===== src/rtl/cipher_pkg.sv =====
`default_nettype none
// +--------------------------------------------------------------------+
// | cipher_pkg: shared widths, FSM encoding and FIFO default depth     |
// | Rev 1.0                                                            |
// +--------------------------------------------------------------------+
package cipher_pkg;
  localparam int BYTE_W              = 8;
  localparam int CNT_W               = $clog2(BYTE_W);
  localparam int KFIFO_DEPTH_DEFAULT = 4;

  typedef enum logic [1:0] {
    IDLE = 2'd0,
    SYNC = 2'd1,
    RUN  = 2'd2
  } state_t;
endpackage
`default_nettype wire


===== src/rtl/key_byte_fifo.sv =====
`default_nettype none
// +--------------------------------------------------------------------+
// | key_byte_fifo: synchronous key-byte FIFO, flushable, push+pop full |
// | Rev 1.0                                                            |
// +--------------------------------------------------------------------+
module key_byte_fifo
  import cipher_pkg::*;
#(
  parameter int DEPTH = KFIFO_DEPTH_DEFAULT
) (
  input  logic              clk,
  input  logic              rst,
  input  logic              i_flush,
  input  logic              i_push,
  input  logic [BYTE_W-1:0] i_data,
  input  logic              i_pop,
  output logic [BYTE_W-1:0] o_head,
  output logic              o_full,
  output logic              o_empty
);
  localparam int AW = $clog2(DEPTH);

  logic [BYTE_W-1:0] r_mem [DEPTH];
  logic [AW:0]       r_wr_ptr;
  logic [AW:0]       r_rd_ptr;
  logic              w_do_pop;
  logic              w_do_push;

  // Extra pointer bit distinguishes full from empty when the indices match.
  assign o_empty   = (r_wr_ptr == r_rd_ptr);
  assign o_full    = (r_wr_ptr[AW] != r_rd_ptr[AW]) &&
                     (r_wr_ptr[AW-1:0] == r_rd_ptr[AW-1:0]);
  assign w_do_pop  = i_pop & ~o_empty;
  assign w_do_push = i_push & (~o_full | w_do_pop);
  assign o_head    = r_mem[r_rd_ptr[AW-1:0]];

  always_ff @(posedge clk) begin
    if (rst || i_flush) begin
      r_wr_ptr <= '0;
      r_rd_ptr <= '0;
    end else begin
      if (w_do_push) r_wr_ptr <= r_wr_ptr + 1'b1;
      if (w_do_pop)  r_rd_ptr <= r_rd_ptr + 1'b1;
    end
  end

  always_ff @(posedge clk) begin
    if (w_do_push) r_mem[r_wr_ptr[AW-1:0]] <= i_data;
  end
endmodule
`default_nettype wire


===== src/rtl/stream_xor_engine.sv =====
`default_nettype none
// +--------------------------------------------------------------------+
// | stream_xor_engine: packs keystream bits into bytes, XORs data      |
// | Rev 1.0                                                            |
// +--------------------------------------------------------------------+
module stream_xor_engine
  import cipher_pkg::*;
#(
  parameter int KFIFO_DEPTH = KFIFO_DEPTH_DEFAULT
) (
  input  logic              clk,
  input  logic              rst,
  output logic              ks_rst,
  input  logic              keystream,
  input  logic              msg_start,
  input  logic              abort,
  input  logic [BYTE_W-1:0] in_data,
  input  logic              in_valid,
  output logic              in_ready,
  output logic [BYTE_W-1:0] out_data,
  output logic              out_valid,
  input  logic              out_ready,
  output logic              overrun,
  output logic              busy
);
  state_t            r_state;
  state_t            w_state_next;
  logic [CNT_W-1:0]  r_bit_cnt;
  logic [BYTE_W-1:0] r_shift;
  logic [BYTE_W-1:0] w_shift_next;
  logic [BYTE_W-1:0] r_out_data;
  logic              r_out_valid;
  logic              r_overrun;
  logic              w_run;
  logic              w_flush;
  logic              w_push;
  logic              w_hs;
  logic              w_fifo_full;
  logic              w_fifo_empty;
  logic [BYTE_W-1:0] w_key_head;

  always_ff @(posedge clk) begin
    if (rst) r_state <= IDLE;
    else     r_state <= w_state_next;
  end

  always_comb begin
    w_state_next = r_state;
    if (abort) begin
      w_state_next = IDLE;
    end else begin
      case (r_state)
        IDLE:    if (msg_start) w_state_next = SYNC;
        SYNC:    w_state_next = RUN;
        RUN:     if (msg_start) w_state_next = SYNC;
        default: w_state_next = IDLE;
      endcase
    end
  end

  assign w_run        = (r_state == RUN);
  assign w_flush      = abort | (r_state == SYNC);
  assign ks_rst       = rst | (r_state == SYNC);
  assign busy         = (r_state == SYNC) | (r_state == RUN);
  // Right shift lands the first sampled bit in bit 0 after eight samples.
  assign w_shift_next = {keystream, r_shift[BYTE_W-1:1]};
  assign w_push       = w_run & ~abort & (r_bit_cnt == CNT_W'(BYTE_W - 1));
  assign in_ready     = w_run & ~w_fifo_empty & (~r_out_valid | out_ready);
  assign w_hs         = in_valid & in_ready;

  always_ff @(posedge clk) begin
    if (rst || w_flush) begin
      r_bit_cnt <= '0;
      r_shift   <= '0;
    end else if (w_run) begin
      r_bit_cnt <= r_bit_cnt + CNT_W'(1);
      r_shift   <= w_shift_next;
    end
  end

  key_byte_fifo #(
    .DEPTH (KFIFO_DEPTH)
  ) u_kfifo (
    .clk     (clk),
    .rst     (rst),
    .i_flush (w_flush),
    .i_push  (w_push),
    .i_data  (w_shift_next),
    .i_pop   (w_hs),
    .o_head  (w_key_head),
    .o_full  (w_fifo_full),
    .o_empty (w_fifo_empty)
  );

  always_ff @(posedge clk) begin
    if (rst) begin
      r_out_data  <= '0;
      r_out_valid <= 1'b0;
    end else if (w_flush) begin
      r_out_valid <= 1'b0;
    end else if (w_hs) begin
      r_out_data  <= in_data ^ w_key_head;
      r_out_valid <= 1'b1;
    end else if (out_ready) begin
      r_out_valid <= 1'b0;
    end
  end

  // A key byte is lost only when the FIFO is full and nothing leaves it.
  always_ff @(posedge clk) begin
    if (rst || (r_state == SYNC)) r_overrun <= 1'b0;
    else if (w_push && w_fifo_full && !w_hs) r_overrun <= 1'b1;
  end

  assign out_data  = r_out_data;
  assign out_valid = r_out_valid;
  assign overrun   = r_overrun;
endmodule
`default_nettype wire


===== config.mk =====
export PLATFORM = sky130hd
export DESIGN_NAME = stream_xor_engine
export DESIGN_NICKNAME = d
export VERILOG_FILES = /design/src/rtl/cipher_pkg.sv /design/src/rtl/key_byte_fifo.sv /design/src/rtl/stream_xor_engine.sv
export SDC_FILE = /design/constraint.sdc
export NUM_CORES = 1
export LEC_CHECK = 0
export ABC_CLOCK_PERIOD_IN_PS = 3000
export CAP_MARGIN = 15
export CORE_MARGIN = 1
export CORE_UTILIZATION = 55
export CTS_BUF_LIST = sky130_fd_sc_hd__clkbuf_4 sky130_fd_sc_hd__clkbuf_8 sky130_fd_sc_hd__clkbuf_16
export DETAILED_ROUTE_END_ITERATION = 6
export MAX_ROUTING_LAYER = met4
export PLACE_DENSITY = 0.82
export SYNTH_ARGS = -nofsm -noshare
export SYNTH_HDL_FRONTEND = slang
export SYNTH_HIERARCHICAL = 1
export SYNTH_SLANG_ARGS = --single-unit

===== constraint.sdc =====
create_clock -name clk -period 3 [get_ports clk]
set_clock_uncertainty 0.2 [all_clocks]
set_input_delay 0.45 -clock clk [delete_from_list [all_inputs] [get_ports clk]]
set_output_delay 0.45 -clock clk [all_outputs]
set_load 0.01 [all_outputs]

; ---- Word level (Yosys, flattened, before mapping)
; Memory sizes are Yosys's and may differ from the RTL's. A register that Yosys moved wholly into a read port is not among the register bits.
; Cells that the tools add are included.
[classes]
bitwise_logic = 18
eq_ne = 7
n_mux = 8
addsub = 3
reduce_logical = 12
[op_table]
columns = cell, n
row1 = "adder 3 x 1 -> 3 bit, second input constant", 3
row2 = bitwise XOR 8 bit, 1
row3 = AND 1 bit, 7
row4 = 2-to-1 mux 2 bit, 3
row5 = OR reduction 2 bit, 3
row6 = inverter 1 bit, 5
row7 = bitwise OR 1 bit, 5
row8 = 2-to-1 mux 1 bit, 4
row9 = case mux 2 bit (2 select lines), 1
row10 = equality test 3 bit, 1
row11 = "equality test 3 bit, second input constant", 1
row12 = logical AND 1 bit, 3
row13 = "equality test 2 x 1 -> 1 bit, second input constant", 1
row14 = equality test 2 bit, 1
row15 = "equality test 2 bit, second input constant", 1
row16 = zero test 2 bit, 1
row17 = logical OR 1 bit, 2
row18 = "!= test 2 x 1 -> 1 bit, second input constant", 1
row19 = AND reduction 2 bit, 1
row20 = nonzero test 2 bit, 1
row21 = zero test 1 bit, 1
row22 = != test 1 bit, 1
[totals]
memories = 1
register_bits = 29
elab_cells = 57
input_bits = 15
ramBits = 32
out_inout_bits = 13
[mem_list]
columns = memory, words, word_bits, rd, rd_ports_with_merged_regs, wr, line_no
row1 = u_kfifo.r_mem, 4, 8, 1, 1, 1, key_byte_fifo.sv:23  ; logic [BYTE_W-1:0] r_mem [DEPTH];

; ---- Longest topological paths before layout
[logic_depth]
ltp_word = 10
ltp_mapped = 9
ltp_nobuf = 8

; ---- Modules after synthesis
; The synthesis kept the hierarchy.
[modules_own_cells]
columns = module, cells_each, area_per_inst_um2, instances
row1 = key_byte_fifo, 97, 1639.1, 1
row2 = stream_xor_engine, 104, 1071.0, 1

; ---- Least setup slack after synthesis
; Ideal clock, no wire load.
[synth_path]
path_type = register to register
startpoint = reg u_kfifo.r_wr_ptr[1]
endpoint = mem u_kfifo.r_mem[0][0] (enable)
n_path_buf = 1
setup_ps = 332
setup_slack_ps = 539
t_arrival_ps = 1929
t_required_ps = 2468
stages_incl_launch_ff = 10
period_less_slack_ps = 2461
cell_sequence = dfxtp_1 -> xnor2_1 -> nand3_1 -> inv_1 -> nor2b_4 -> and3_1 -> buf_2 -> inv_1 -> a41oi_1 -> and2_1
[synth_between]
elab_chain_len = 10
elab_cells_between_ends = 13
cone_classes = eq/ne (2) / mux (2) / bitwise (8) / reduce/logical (1)
[synth_rtl]
columns = item, line_no
row1 = from (decl), key_byte_fifo.sv:24  ; logic [AW:0] r_wr_ptr;
row2 = from (signal assigned), key_byte_fifo.sv:42  ; if (w_do_push) r_wr_ptr <= r_wr_ptr + 1'b1;
row3 = equality test 3 bit, key_byte_fifo.sv:30  ; assign o_empty = (r_wr_ptr == r_rd_ptr);
row4 = named net w_fifo_empty, stream_xor_engine.sv:39  ; logic w_fifo_empty;
row5 = inverter 1 bit, stream_xor_engine.sv:68  ; assign in_ready = w_run & ~w_fifo_empty & (~r_out_valid | out_ready);
row6 = AND 1 bit (2 in a row), stream_xor_engine.sv:68
row7 = AND 1 bit, stream_xor_engine.sv:69  ; assign w_hs = in_valid & in_ready;
row8 = named net w_hs, stream_xor_engine.sv:37  ; logic w_hs;
row9 = AND 1 bit, key_byte_fifo.sv:33  ; assign w_do_pop = i_pop & ~o_empty;
row10 = bitwise OR 1 bit, key_byte_fifo.sv:34  ; assign w_do_push = i_push & (~o_full | w_do_pop);
row11 = AND 1 bit, key_byte_fifo.sv:34
row12 = 2-to-1 mux 1 bit, key_byte_fifo.sv:48  ; if (w_do_push) r_mem[r_wr_ptr[AW-1:0]] <= i_data;
row13 = 2-to-1 mux 1 bit (not written as such), key_byte_fifo.sv:48
row14 = to (decl), key_byte_fifo.sv:23
; The timed path passes the listed nets, and every way through them passes these cells.

; ---- Worst setup path after layout
[layout_path]
startpoint = reg u_kfifo.r_rd_ptr[2]
endpoint = out in_ready
[layout_between]
elab_chain_len = 4
[layout_rtl]
columns = item, line_no
row1 = from (decl), key_byte_fifo.sv:25  ; logic [AW:0] r_rd_ptr;
row2 = from (signal assigned), key_byte_fifo.sv:43  ; if (w_do_pop) r_rd_ptr <= r_rd_ptr + 1'b1;
row3 = equality test 3 bit, key_byte_fifo.sv:30
row4 = named net w_fifo_empty, stream_xor_engine.sv:39
row5 = inverter 1 bit, stream_xor_engine.sv:68
row6 = AND 1 bit (2 in a row), stream_xor_engine.sv:68
row7 = to (decl), stream_xor_engine.sv:19  ; output logic in_ready,
; The timed path passes the listed nets, and every way through them passes these cells.

==> impl_metrics.csv <==
group,metric,value,unit
clock_network,cts_sinks,62,
timing,period_needed,2.71,ns
timing,drv_slew,0,
synth,synth_top_flop_cell,"edfxtp_1",
setup_path,arrival,2.06,ns
hold_path,hold_path_depth,2,
setup_path,crit_slowest_cell,"clkdlybuf4s50_1",
route,vias,1699,
setup_path,crit_type,"flop to output port",
global_routing,grt_max_degree,17,
finish,drive_above_1_share,16.4,%
finish,layout_common_cells,"edfxtp_1, dfxtp_1, clkdlybuf4s50_1",
setup_path,reg2reg_setup_slack,0.37,ns
setup_path,reg2reg_to,"u_kfifo/r_mem[0][5]$_DFFE_PP_",
setup_path,r2r_cells,8,
setup_path,worstReg2RegStart,"u_kfifo/r_rd_ptr[2]$_SDFFE_PP0P_",
clock_network,cts_made_buffers,9,
timing,clock.fmax,0.369,GHz
die,core-area,4720,sq um
synth,ys_ff_latch,62,
hold_path,min_to,"overrun$_SDFFE_PP0P_",
global_routing,grt_pass1_wl,7.97,mm
route,dr_wl_met3,220,um
route,drt-met1-wl,2.24,mm
timing,max-slew-margin-rel,58.1,%
setup_path,required,2.35,ns
outcome,status,"finished, final reports clean",
pwr,power.leakage,1.09,nW
route,drt_first_pass_iters,4,
timing,rsz0062_at_grt,"false",
synth,synth_edf_count,32,
synth,netlist_instances,201,
setup_path,crit_fanout,11,
route,drtIter0Drc,78,
die,std_cell_rows,25,
clock_network,cts_hold_buffers,0,
setup_path,path_cells,"xnor2_1 > nand3_1 > inv_1 > nor2b_4 > and2_1 > clkdlybuf4s50_1",
timing,hold_violations,0,
clock_network,htreeDepth,3,
die,die_h,72.2,um
timing,worst_pin_slew,0.626,ns
route,wl_per_cell,15.5,um
synth,synth_area,2710,sq um
route,post-route-drc-count,0,
finish,area_growth_syn_to_layout,20.0,%
synth,synth.net_count,227,
synth,ys_warn_count,6,
route,drt-vias-per-instance,5.46,
global_routing,antenna_found_initial,0,
route,antenna_left,0,
clock_network,cts_root_buffer,"clkbuf_8",
global_routing,grt_pass1_vias,1622,
place,hpwl,3.58,mm
setup_path,worst_path_largest_cell_delay,0.53,ns
finish,final_common_cell,"edfxtp_1",
place,portBuffers,27,
clock_network,cts_tree,"done",
setup_path,endpoint_kind,"output port",
global_routing,grt_util_all_layers,21.6,%
clock_network,clk_latency,0.33,ns
die,dieArea,5210,sq um
synth,ys_types,38,
clock_network,post_cts_buffers,0,
setup_path,start_kind,"flop",
timing,finalSetupTns,0,ns
flow_run,drv_cap,0,
clock_network,post_cts_resized,0,
synth,async_flop_share,0,%
route,wl,4.81,mm
finish,layout.nets,265,
timing,setup_viol,0,
timing,post-route-period-util,90.4,%
route,wl_met2,2.28,mm
timing,timing.hold.ws,0.244,ns
hold_path,worstHoldStart,"overrun$_SDFFE_PP0P_",
finish,antenna_cells_inserted,0,
global_routing,grt_overflow,0,
route,routed.top_layer,"met4",
die,initial_core_util,57.4,%
hold_path,hold_path_class,"flop to flop",
die,die_w,72.2,um
clock_network,path_clk_slew,0.07,ns
pwr,vdd_drop_max,0.320,mV
clock_network,cts_buffer_depth,2,
synth,ys_seq_area_share,57.6,%
synth,synth_area_per_cell,13.5,sq um
pwr,powerDensity,487,nW/um^2
die,pin_count,28,
place,place_congestion,0.800,
[synthesized netlist by cell type (2+ instances only)]
cell type / number / share of area (%)
mux2i_1: 16 / 5.9
xnor2_1: 12 / 3.9
nor2_1: 15 / 2.1
dfxtp_1: 30 / 22
nand3_1: 2 / 0.37
or3_1: 3 / 0.69
edfxtp_1: 32 / 35
inv_1: 9 / 1.2
nand2_1: 13 / 1.8
buf_6: 2 / 0.83
buf_2: 6 / 1.1
a41oi_1: 9 / 2.9
ha_1: 11 / 5.1
a311oi_1: 7 / 2.3
mux4_2: 8 / 6.6
and2_1: 4 / 0.92
[how the worst max path moves through the flow]
stage,endpoint,slack [ns],depth (start not counted),startpoint
after floorplan,u_kfifo/r_mem[0][0]$_DFFE_PP_,0.54,9,u_kfifo/r_wr_ptr[1]$_SDFFE_PP0P_
after global placement,u_kfifo/r_mem[0][2]$_DFFE_PP_,0.45,5,abort
after detailed placement,u_kfifo/r_mem[0][7]$_DFFE_PP_,0.40,8,u_kfifo/r_wr_ptr[1]$_SDFFE_PP0P_
after CTS,in_ready,0.28,6,u_kfifo/r_rd_ptr[2]$_SDFFE_PP0P_
after global routing,in_ready,0.16,6,u_kfifo/r_rd_ptr[2]$_SDFFE_PP0P_
final,in_ready,0.29,6,u_kfifo/r_rd_ptr[2]$_SDFFE_PP0P_
[flip-flops by register name, indices dropped and copies added, names as in the netlist, named ones only]
name / cells
u_kfifo/r_mem: 32
out_data: 8
r_shift: 7
r_bit_cnt: 3
u_kfifo/r_rd_ptr: 3
u_kfifo/r_wr_ptr: 3
r_state: 2
out_valid: 1
overrun: 1
[per-stage QoR]
stage	cell area [sq um]	total power (W)	utilization, %	setup WS [ns]	cells
3_5_place_dp	3080	0.000968	65.2	0.399	295
4_1_cts	3250	0.00160	68.9	0.278	311
5_1_grt	3250	0.00165	68.9	0.163	311
6_report	3250	0.00159	68.9	0.288	311
2_1_floorplan	2710	0.000936	-	0.539	201
3_3_place_gp	3080	0.000968	65.2	0.452	295
[per-layer routing]
metal	global-route usage [%]	up-vias
met5	-	-
met4	10.7	0
met3	5.97	11
met2	31.8	40
met1	27.6	822
li1	-	826
[final cells by class]
type | instances | area (sq um)
multi-input combinational | 119 | 1050
tap | 67 | 83.8
timing repair buffer | 37 | 345
fill | 354 | 1470
inverter | 10 | 37.5
sequential | 62 | 1560
clock buffer | 9 | 124
clock inverter | 7 | 50.0
[power breakdown]
part	switching (W)	total, W	internal (W)
Clock	0.000337	0.000636	0.000300
Sequential	0.000000999	0.000885	0.000884
Combinational	0.0000317	0.0000647	0.0000330
Total	0.000369	0.00159	0.00122
[cells by family after synthesis]
family / Yosys count / share of synthesized area [%]
AO/OA/AOI/OAI: 26 / 8.59
XOR/XNOR: 13 / 4.20
adder cells (fa/ha/maj): 11 / 5.08
buffers and inverters: 20 / 3.60
flip-flops: 62 / 57.6
multiplexers: 24 / 12.6
AND/OR/NAND/NOR: 45 / 8.36
[critical path, delay by kind of cell (launching register included)]
kind | cells | cell delay [ns]
DFF | 1 | 0.41
xor gates and xnor gates | 1 | 0.15
buffers and inverters | 2 | 0.61
and+or+nand+nor | 3 | 0.54
(Power assumes the default switching activity.)
